[config.mk]
export PLATFORM = sky130hd
export DESIGN_NAME = cpu_bus_arb_flat
export DESIGN_NICKNAME = d
export VERILOG_FILES = /design/src/rtl/cpu_bus_arb.sv /design/src/flat_wrapper.sv
export SDC_FILE = /design/constraint.sdc
export NUM_CORES = 1
export LEC_CHECK = 0
export CAP_MARGIN = 20
export CORE_ASPECT_RATIO = 2
export CORE_MARGIN = 1.5
export CORE_UTILIZATION = 25
export DETAILED_ROUTE_END_ITERATION = 16
export GPL_ROUTABILITY_DRIVEN = 0
export PLACE_DENSITY_LB_ADDON = 0.15
export RECOVER_POWER = 25
export SKIP_LAST_GASP = 1
export SLEW_MARGIN = 20
export SYNTH_ARGS = -nofsm -noshare
export SYNTH_HDL_FRONTEND = slang
export SYNTH_SLANG_ARGS = --single-unit
export TNS_END_PERCENT = 1
[constraint.sdc]
create_clock -name clk -period 2.35 [get_ports clk]
set_clock_uncertainty 0.2 [all_clocks]
set_input_delay 0.3525 -clock clk [delete_from_list [all_inputs] [get_ports clk]]
set_output_delay 0.3525 -clock clk [all_outputs]
set_load 0.03 [all_outputs]
[src/rtl/cpu_bus_arb.sv]
// cpu_bus_arb: two-requester round-robin arbiter driving the shared CPU
// configuration bus (Intel or Motorola strobe style) with a bounded wait
// for Rdy_Dtack and a held response register.

package cpu_bus_arb_pkg;
  // Lookup-table cell configuration word carried on the CPU bus.
  typedef struct packed {
    logic [3:0]  fwd;
    logic [15:0] vpi;
  } CellCfgType;
endpackage

// Shared CPU configuration bus; the Test side drives the transaction.
interface cpu_ifc;
  import cpu_bus_arb_pkg::*;
  logic        BusMode;
  logic [11:0] Addr;
  CellCfgType  DataIn;
  CellCfgType  DataOut;
  logic        Sel;
  logic        Rd_DS;
  logic        Wr_RW;
  logic        Rdy_Dtack;
  modport Test (output BusMode, Addr, DataIn, Sel, Rd_DS, Wr_RW,
                input  DataOut, Rdy_Dtack);
endinterface

module cpu_bus_arb
  import cpu_bus_arb_pkg::*;
#(
  parameter int BUS_MODE = 1,
  parameter int TIMEOUT  = 16
) (
  input  logic        clk,
  input  logic        rst_n,
  input  logic        req0_valid,
  input  logic        req1_valid,
  output logic        req0_ready,
  output logic        req1_ready,
  input  logic        req0_write,
  input  logic        req1_write,
  input  logic [11:0] req0_addr,
  input  logic [11:0] req1_addr,
  input  CellCfgType  req0_wdata,
  input  CellCfgType  req1_wdata,
  output logic        rsp_valid,
  output logic        rsp_id,
  output CellCfgType  rsp_rdata,
  output logic        rsp_timeout,
  cpu_ifc.Test        cpu
);

  typedef enum logic [1:0] {IDLE, SETUP, STROBE, RECOVER} state_t;

  localparam bit         INTEL    = (BUS_MODE != 0);
  // Last STROBE cycle index before giving up on Rdy_Dtack.
  localparam logic [7:0] TMO_LAST = 8'(TIMEOUT - 1);

  state_t      state;
  logic        run;        // set on the first clock edge after reset release
  logic        last_id;    // requester granted most recently
  logic        cur_write;
  logic        cur_id;
  logic [7:0]  tmo_cnt;
  logic [11:0] bus_addr;
  CellCfgType  bus_din;
  logic        bus_sel;
  logic        bus_rd;
  logic        bus_wr;
  logic        grant_any;
  logic        grant_id;

  // Saturating 8-bit increment for the strobe wait counter.
  function automatic logic [7:0] sat_inc(input logic [7:0] v);
    return (v == 8'hFF) ? v : v + 8'd1;
  endfunction

  assign cpu.BusMode = INTEL;
  assign cpu.Addr    = bus_addr;
  assign cpu.DataIn  = bus_din;
  assign cpu.Sel     = bus_sel;
  assign cpu.Rd_DS   = bus_rd;
  assign cpu.Wr_RW   = bus_wr;

  // Round-robin pick: prefer the requester not granted last when both ask.
  always_comb begin
    grant_any = 1'b0;
    grant_id  = 1'b0;
    if (run && (state == IDLE) && (req0_valid || req1_valid)) begin
      grant_any = 1'b1;
      grant_id  = (req0_valid && req1_valid) ? ~last_id : req1_valid;
    end
    req0_ready = grant_any && !grant_id;
    req1_ready = grant_any &&  grant_id;
  end

  // Transaction sequencer: bus phases, ack/timeout handling, response register.
  always_ff @(posedge clk or negedge rst_n) begin
    if (!rst_n) begin
      state       <= IDLE;
      run         <= 1'b0;
      last_id     <= 1'b1;
      cur_write   <= 1'b0;
      cur_id      <= 1'b0;
      tmo_cnt     <= 8'd0;
      bus_addr    <= '0;
      bus_din     <= '0;
      bus_sel     <= 1'b1;
      bus_rd      <= 1'b1;
      bus_wr      <= 1'b1;
      rsp_valid   <= 1'b0;
      rsp_id      <= 1'b0;
      rsp_rdata   <= '0;
      rsp_timeout <= 1'b0;
    end else begin
      run       <= 1'b1;
      rsp_valid <= 1'b0;
      case (state)
        IDLE: begin
          if (grant_any) begin
            state     <= SETUP;
            last_id   <= grant_id;
            cur_id    <= grant_id;
            cur_write <= grant_id ? req1_write : req0_write;
            bus_addr  <= grant_id ? req1_addr : req0_addr;
            if (grant_id)
              bus_din <= req1_write ? req1_wdata : '0;
            else
              bus_din <= req0_write ? req0_wdata : '0;
            bus_sel   <= 1'b0;
          end
        end
        SETUP: begin
          state   <= STROBE;
          tmo_cnt <= 8'd0;
          bus_rd  <= INTEL ? cur_write : 1'b0;
          bus_wr  <= !cur_write;
        end
        STROBE: begin
          if (!cpu.Rdy_Dtack || (tmo_cnt >= TMO_LAST)) begin
            state       <= RECOVER;
            rsp_valid   <= 1'b1;
            rsp_id      <= cur_id;
            rsp_timeout <= cpu.Rdy_Dtack;
            rsp_rdata   <= (!cpu.Rdy_Dtack && !cur_write) ? cpu.DataOut : '0;
            bus_addr    <= '0;
            bus_din     <= '0;
            bus_sel     <= 1'b1;
            bus_rd      <= 1'b1;
            bus_wr      <= 1'b1;
          end else begin
            tmo_cnt <= sat_inc(tmo_cnt);
          end
        end
        RECOVER: state <= IDLE;
        default: state <= IDLE;
      endcase
    end
  end

endmodule

[src/flat_wrapper.sv]
// flat-port wrapper written by rule: the top's interface ports become plain ports
module cpu_bus_arb_flat import cpu_bus_arb_pkg::*;
#(
  parameter int BUS_MODE = 1,
  parameter int TIMEOUT  = 16
)
  (clk, rst_n, req0_valid, req1_valid, req0_ready, req1_ready, req0_write, req1_write, req0_addr, req1_addr, req0_wdata, req1_wdata, rsp_valid, rsp_id, rsp_rdata, rsp_timeout, cpu_BusMode, cpu_Addr, cpu_DataIn, cpu_Sel, cpu_Rd_DS, cpu_Wr_RW, cpu_DataOut, cpu_Rdy_Dtack);
  cpu_ifc cpu_i ();
  input  logic clk;
  input  logic rst_n;
  input  logic req0_valid;
  input  logic req1_valid;
  output logic req0_ready;
  output logic req1_ready;
  input  logic req0_write;
  input  logic req1_write;
  input  logic [11:0] req0_addr;
  input  logic [11:0] req1_addr;
  input  CellCfgType req0_wdata;
  input  CellCfgType req1_wdata;
  output logic rsp_valid;
  output logic rsp_id;
  output CellCfgType rsp_rdata;
  output logic rsp_timeout;
  output wire logic [$bits(cpu_i.BusMode)-1:0] cpu_BusMode;
  output wire logic [$bits(cpu_i.Addr)-1:0] cpu_Addr;
  output wire logic [$bits(cpu_i.DataIn)-1:0] cpu_DataIn;
  output wire logic [$bits(cpu_i.Sel)-1:0] cpu_Sel;
  output wire logic [$bits(cpu_i.Rd_DS)-1:0] cpu_Rd_DS;
  output wire logic [$bits(cpu_i.Wr_RW)-1:0] cpu_Wr_RW;
  input wire logic [$bits(cpu_i.DataOut)-1:0] cpu_DataOut;
  input wire logic [$bits(cpu_i.Rdy_Dtack)-1:0] cpu_Rdy_Dtack;
  assign cpu_BusMode = cpu_i.BusMode;
  assign cpu_Addr = cpu_i.Addr;
  assign cpu_DataIn = cpu_i.DataIn;
  assign cpu_Sel = cpu_i.Sel;
  assign cpu_Rd_DS = cpu_i.Rd_DS;
  assign cpu_Wr_RW = cpu_i.Wr_RW;
  assign cpu_i.DataOut = cpu_DataOut;
  assign cpu_i.Rdy_Dtack = cpu_Rdy_Dtack;
  cpu_bus_arb #(.BUS_MODE(BUS_MODE), .TIMEOUT(TIMEOUT)) u_core (.clk(clk), .rst_n(rst_n), .req0_valid(req0_valid), .req1_valid(req1_valid), .req0_ready(req0_ready), .req1_ready(req1_ready), .req0_write(req0_write), .req1_write(req1_write), .req0_addr(req0_addr), .req1_addr(req1_addr), .req0_wdata(req0_wdata), .req1_wdata(req1_wdata), .rsp_valid(rsp_valid), .rsp_id(rsp_id), .rsp_rdata(rsp_rdata), .rsp_timeout(rsp_timeout), .cpu(cpu_i));
endmodule
# --- Word-level counts from Yosys, hierarchy flattened ---
# Cells that the tools add are included.
op_classes:
  n_lt_le_gt_ge: 1
  muxes: 28
  eq_ne: 8
  bitwise: 1
  add_sub_neg: 1
  n_reduce_logical: 20
op_table:
  columns: ["op", "count"]
  rows:
  - ["$mux W20", 6]
  - ["$pmux W20 S2", 1]
  - ["$mux W12", 3]
  - ["$pmux W12 S2", 1]
  - ["$mux W8", 2]
  - ["$pmux W8 S2", 1]
  - ["$add A8 B1 Y8 const B", 1]
  - ["$eq A8 B8 Y1 const B", 1]
  - ["$ge A8 B4 Y1 const B", 1]
  - ["$mux W1", 8]
  - ["$pmux W2 S4", 1]
  - ["$reduce_and A2 Y1", 4]
  - ["$logic_and A1 B1 Y1", 6]
  - ["$pmux W1 S2", 3]
  - ["$reduce_and A3 Y1", 2]
  - ["$eq A2 B2 Y1 const B", 2]
  - ["$mux W2", 2]
  - ["$ne A2 B1 Y1 const B", 2]
  - ["$ne A2 B2 Y1 const B", 2]
  - ["$reduce_bool A2 Y1", 2]
  - ["$logic_not A1 Y1", 3]
  - ["$eq A2 B1 Y1 const B", 1]
  - ["$logic_not A2 Y1", 1]
  - ["$logic_or A1 B1 Y1", 2]
  - ["$not A1 Y1", 1]
totals:
  ff_bits: 72
  input_bits: 91

# --- Depth between registers and ports, before layout ---
depth:
  ltp_word: 7
  ltp_mapped: 8

# --- Least setup slack after synthesis ---
# OpenSTA, ideal clock, no wires.
synth_timing:
  kind: "register to register"
  startpoint: "reg u_core.state[0]"
  endpoint: "reg u_core.bus_din, in the netlist u_core.cpu.DataIn[10]"
  path_buffers: 2
  required_ps: 2024
  t_arrival_ps: 1579
  setup_slack_ps: 445
  path_stages_with_launch: 9
  setup_time_ps: 126
  path_cell_list: "dfrtp_1 inv_1 ha_1 buf_2 inv_2 o21ai_0 nand2_2 buf_6 a221o_1"
synth_between:
  elab_chain_cells: 7
synth_lines:
  columns: ["item", "line", "rtl"]
  rows:
  - ["from (decl)", "cpu_bus_arb.sv:59", "state_t state;"]
  - ["from (signal assigned)", "cpu_bus_arb.sv:100", "state <= IDLE;"]
  - ["from (signal assigned)", "cpu_bus_arb.sv:121", "state <= SETUP;"]
  - ["from (signal assigned)", "cpu_bus_arb.sv:134", "state <= STROBE;"]
  - ["$logic_not A2 Y1", "cpu_bus_arb.sv:89, cpu_bus_arb.sv:118", null]
  - ["$logic_and A1 B1 Y1 (2 in a row)", "cpu_bus_arb.sv:89", "if (run && (state == IDLE) && (req0_valid || req1_valid)) begin"]
  - ["$mux W1", "cpu_bus_arb.sv:89", null]
  - ["$mux W20", "cpu_bus_arb.sv:126", "if (grant_id)"]
  - ["$mux W20", "cpu_bus_arb.sv:120", "if (grant_any) begin"]
  - ["$pmux W20 S2", "cpu_bus_arb.sv:118", "case (state)"]
  - ["to (signal assigned)", "cpu_bus_arb.sv:127", "bus_din <= req1_write ? req1_wdata : '0;"]
  - ["to (signal assigned)", "cpu_bus_arb.sv:129", "bus_din <= req0_write ? req0_wdata : '0;"]
  - ["to (decl)", "cpu_bus_arb.sv:66", "CellCfgType bus_din;"]
# Several ways; a longest one is shown, not always the timed one. The select of a mux whose other input is x is not followed.
# A chain may end at the register's enable or synchronous reset.

# --- Final worst setup path ---
layout_timing:
  startpoint: "reg u_core.state[0]"
  endpoint: "out req1_ready"
layout_between:
  elab_chain_cells: 5
layout_lines:
  columns: ["item", "line", "rtl"]
  rows:
  - ["$logic_not A2 Y1 *", "cpu_bus_arb.sv:89", null]
  - ["$logic_and A1 B1 Y1 * (2 in a row)", "cpu_bus_arb.sv:89", null]
  - ["$mux W1", "cpu_bus_arb.sv:89", null]
  - ["$logic_and A1 B1 Y1 *", "cpu_bus_arb.sv:94", "req1_ready = grant_any && grant_id;"]
  - ["to (decl)", "flat_wrapper.sv:14", "output logic req1_ready;"]
# Mark *: on every way between the ends. The rest lies on a longest branch, timed or not.

==> flow_summary_export.csv <==
group,metric,value,unit
status,status,"complete, no violations",
critical_path,critPathKind,"reg -> out",
sta,worst_pin_slew,0.947,ns
critical_path,cp_max_fo,12,
logic_synthesis,synth_warnings,0,
logic_synthesis,synth_cell_types,41,
logic_synthesis,synth_flop_cell,"dfrtp_1",
sta,whs,0.278,ns
finish,fin_cells,591,
clock_network,cts_sinks,72,
critical_path,rrSetupSlack,0.30,ns
clock_network,cts.clk_slew.worst_paths,0.05,ns
critical_path,endpoint_kind,"output port",
critical_path,path_cells,"inv_1 > ha_2 > nand2_1 > nor2b_4 > buf_12 > buf_4",
place,dp_cells,575,
clock_network,clockBufferDepth,2,
flow_run,maxCapViolCount,0,
clock_network,cts_tree,"built",
finish,drive_gt1_share,10.7,%
sta,setup_viol_count_final,0,
clock_network,cts_root_buf,"clkbuf_16",
logic_synthesis,yosys_register_bits,72,
finish,final_util,42.0,%
critical_path,start_kind,"flop",
sta,fin_ws,0.145,ns
critical_path,cpPeakStageDelay,0.36,ns
finish,layout_common_cells,"clkdlybuf4s50_1 (147), dfrtp_1 (68), inv_1 (23)",
floorplanning,die_h,163,µm
global_routing,antenna_found_initial,0,
sta,timing.fmax,0.454,GHz
place,place_area,4920,µm²
power_and_ir_drop,p_per_area,1160,nW/µm²
floorplanning,io_pins,152,
worst_hold_path,hold_path_depth,1,
sta,hold_viol_final,0,
global_routing,grt_pass1_vias,2838,
logic_synthesis,syn_inst,282,
worst_hold_path,hold_path.class,"reg -> reg",
finish,final_common_cell,"clkdlybuf4s50_1",
critical_path,r2r_cells,6,
place,io_buffers,150,
logic_synthesis,synth-edff-count,0,
floorplanning,start_util,25.6,%
floorplanning,core_area,12600,µm²
floorplanning,num_rows,58,
worst_hold_path,hold_path.startpoint,"u_core.cur_id",
sta,finalCriticalPeriod,2.21,ns
detailed_routing,viasPerCell,4.59,
floorplanning,dieWidth,83.1,µm
critical_path,timing.rr.start,"u_core.tmo_cnt[0]",
logic_synthesis,ys_seq_area_share,56.3,%
power_and_ir_drop,peakVddDrop,0.000528,V
sta,relSlewSlack,36.9,%
logic_synthesis,synth_area,3210,µm²
global_routing,grt_max_degree,42,
global_routing,grt.total_usage,13.5,%
detailed_routing,vias,2712,
global_routing,grt_pass1_wl,14.3,mm
clock_network,clock_latency,0.33,ns
critical_path,cp.arrival,1.65,ns
power_and_ir_drop,p_leak,2.22,nW
detailed_routing,drtIter0Drc,52,
finish,fin_area,5270,µm²
finish,diodes,0,
detailed_routing,dr.pass1.iters,4,
critical_path,reg2reg_to,"u_core.cpu.DataIn[12]",
clock_network,h-tree-depth,3,
detailed_routing,drt-total-wl,8.89,mm
finish,areaGrowthSynthToFinish,64.3,%
floorplanning,design.die.area,13600,µm²
global_routing,gr-total-overflow,0,
clock_network,cts_setup_buffers,0,
logic_synthesis,avgSynthCellArea,11.4,µm²
finish,fillers,1224,
finish,fin_nets,532,
place,dpl.hpwl,6.75,mm
detailed_routing,routedWlPerCell,15.0,µm
critical_path,crit_required,1.80,ns
sta,rsz0062_at_grt,"false",
detailed_routing,antenna_left,0,
worst_hold_path,hold-path-endpoint,"u_core.cur_id",
clock_network,numCtsBuffers,9,
critical_path,cp_slowest_cell,"dfrtp_1",
sta,slew_violations,0,
sta,final.setup.tns,0,ns
power_and_ir_drop,power.total,6.10,mW
place,pre_cts_slack,0.0937,ns
logic_synthesis,ys_async_sr_fraction,100,%
sta,min_period_over_period,93.8,%
detailed_routing,drc,0,
[logic make-up after synthesis]
kind of cell,after synthesis,synth area share [%]
buf+inv,43,6.32
simple gates,76,13.7
flops,72,56.3
compound gates,71,17.2
other cells,1,0.117
fa+ha+maj,4,1.56
mux,15,4.80
[registers in the layout, summed over array words and instances (netlist names)]
signal,count
u_core.cpu.Addr,12
u_core.state,2
u_core.tmo_cnt,8
u_core.cpu.DataIn,20
u_core.cpu.Wr_RW,1
u_core.rsp_rdata,20
u_core.run,1
u_core.rsp_valid,1
u_core.rsp_timeout,1
u_core.last_id,1
u_core.cpu.Rd_DS,1
u_core.cpu.Sel,1
u_core.cur_write,1
u_core.rsp_id,1
u_core.cur_id,1
[synthesized netlist by cell type (all sizes together), types with 2 or more instances]
cell	number	area (µm²)
o21ai	21	105
nor2	9	33.8
a21oi	6	30.0
clkbuf	5	18.8
ha	4	50.1
a22oi	2	15.0
inv	24	90.1
nand4	2	18.8
nor2b	6	37.5
and2	20	125
nand2	10	40.0
a221o	20	200
mux2	3	33.8
dfstp	4	105
nand3	22	110
a31oi	2	18.8
mux2i	12	120
o2bb2ai	12	105
o221ai	2	17.5
a21o	2	15.0
dfrtp	68	1700
buf	14	93.8
[area by class of cell]
type                       count  area [µm²]  area share [%]
sequential                    72        1810            34.3
multi-input combinational    168        1220            23.2
inverter                      24        90.1            1.71
timing repair buffer         162        1620            30.8
clock inverter                 5         105            1.99
clock buffer                  10         239            4.53
tap                          150         188            3.56
[repair_timing]
item,4_1_cts,5_1_grt
hold endpoints to repair,36,0
gates resized for setup,0,2
endpoints found under the setup margin,0,1
hold buffers,1,0
[critical path, delay by kind of cell, from the launching register on]
family / cells / cell delay (ns)
fa+ha+maj: 1 / 0.24
flops: 1 / 0.36
simple gates: 2 / 0.27
buf+inv: 3 / 0.44
[routing by layer]
layer  GRT usage (%)  wire [µm]  vias up
met1            13.8       3150     1273
met4            6.59        196        0
li1                -          -     1309
met3            3.28        548       14
met2            25.3       4990      116
met5               0          0        -
[worst max-delay path by stage]
stage / from / to / slack (ns) / depth (start not counted)
global placement: req1_valid / u_core.cpu.DataIn[10] / 0.15 / 6
detailed placement: req1_valid / u_core.cpu.DataIn[9] / 0.09 / 6
finish: u_core.state[0] / req1_ready / 0.14 / 6
floorplan: u_core.state[0] / u_core.cpu.DataIn[10] / 0.45 / 8
global route: u_core.state[0] / req1_ready / 0.03 / 6
CTS: u_core.state[0] / req1_ready / 0.03 / 6
[where the power goes]
group	switching [mW]	total (mW)	leakage, nW	internal (mW)
registers	0.215	1.86	0.950	1.64
clock network	0.513	1.57	0.161	1.06
logic	1.50	2.67	1.11	1.17
Power figures use the tool's default switching activity.
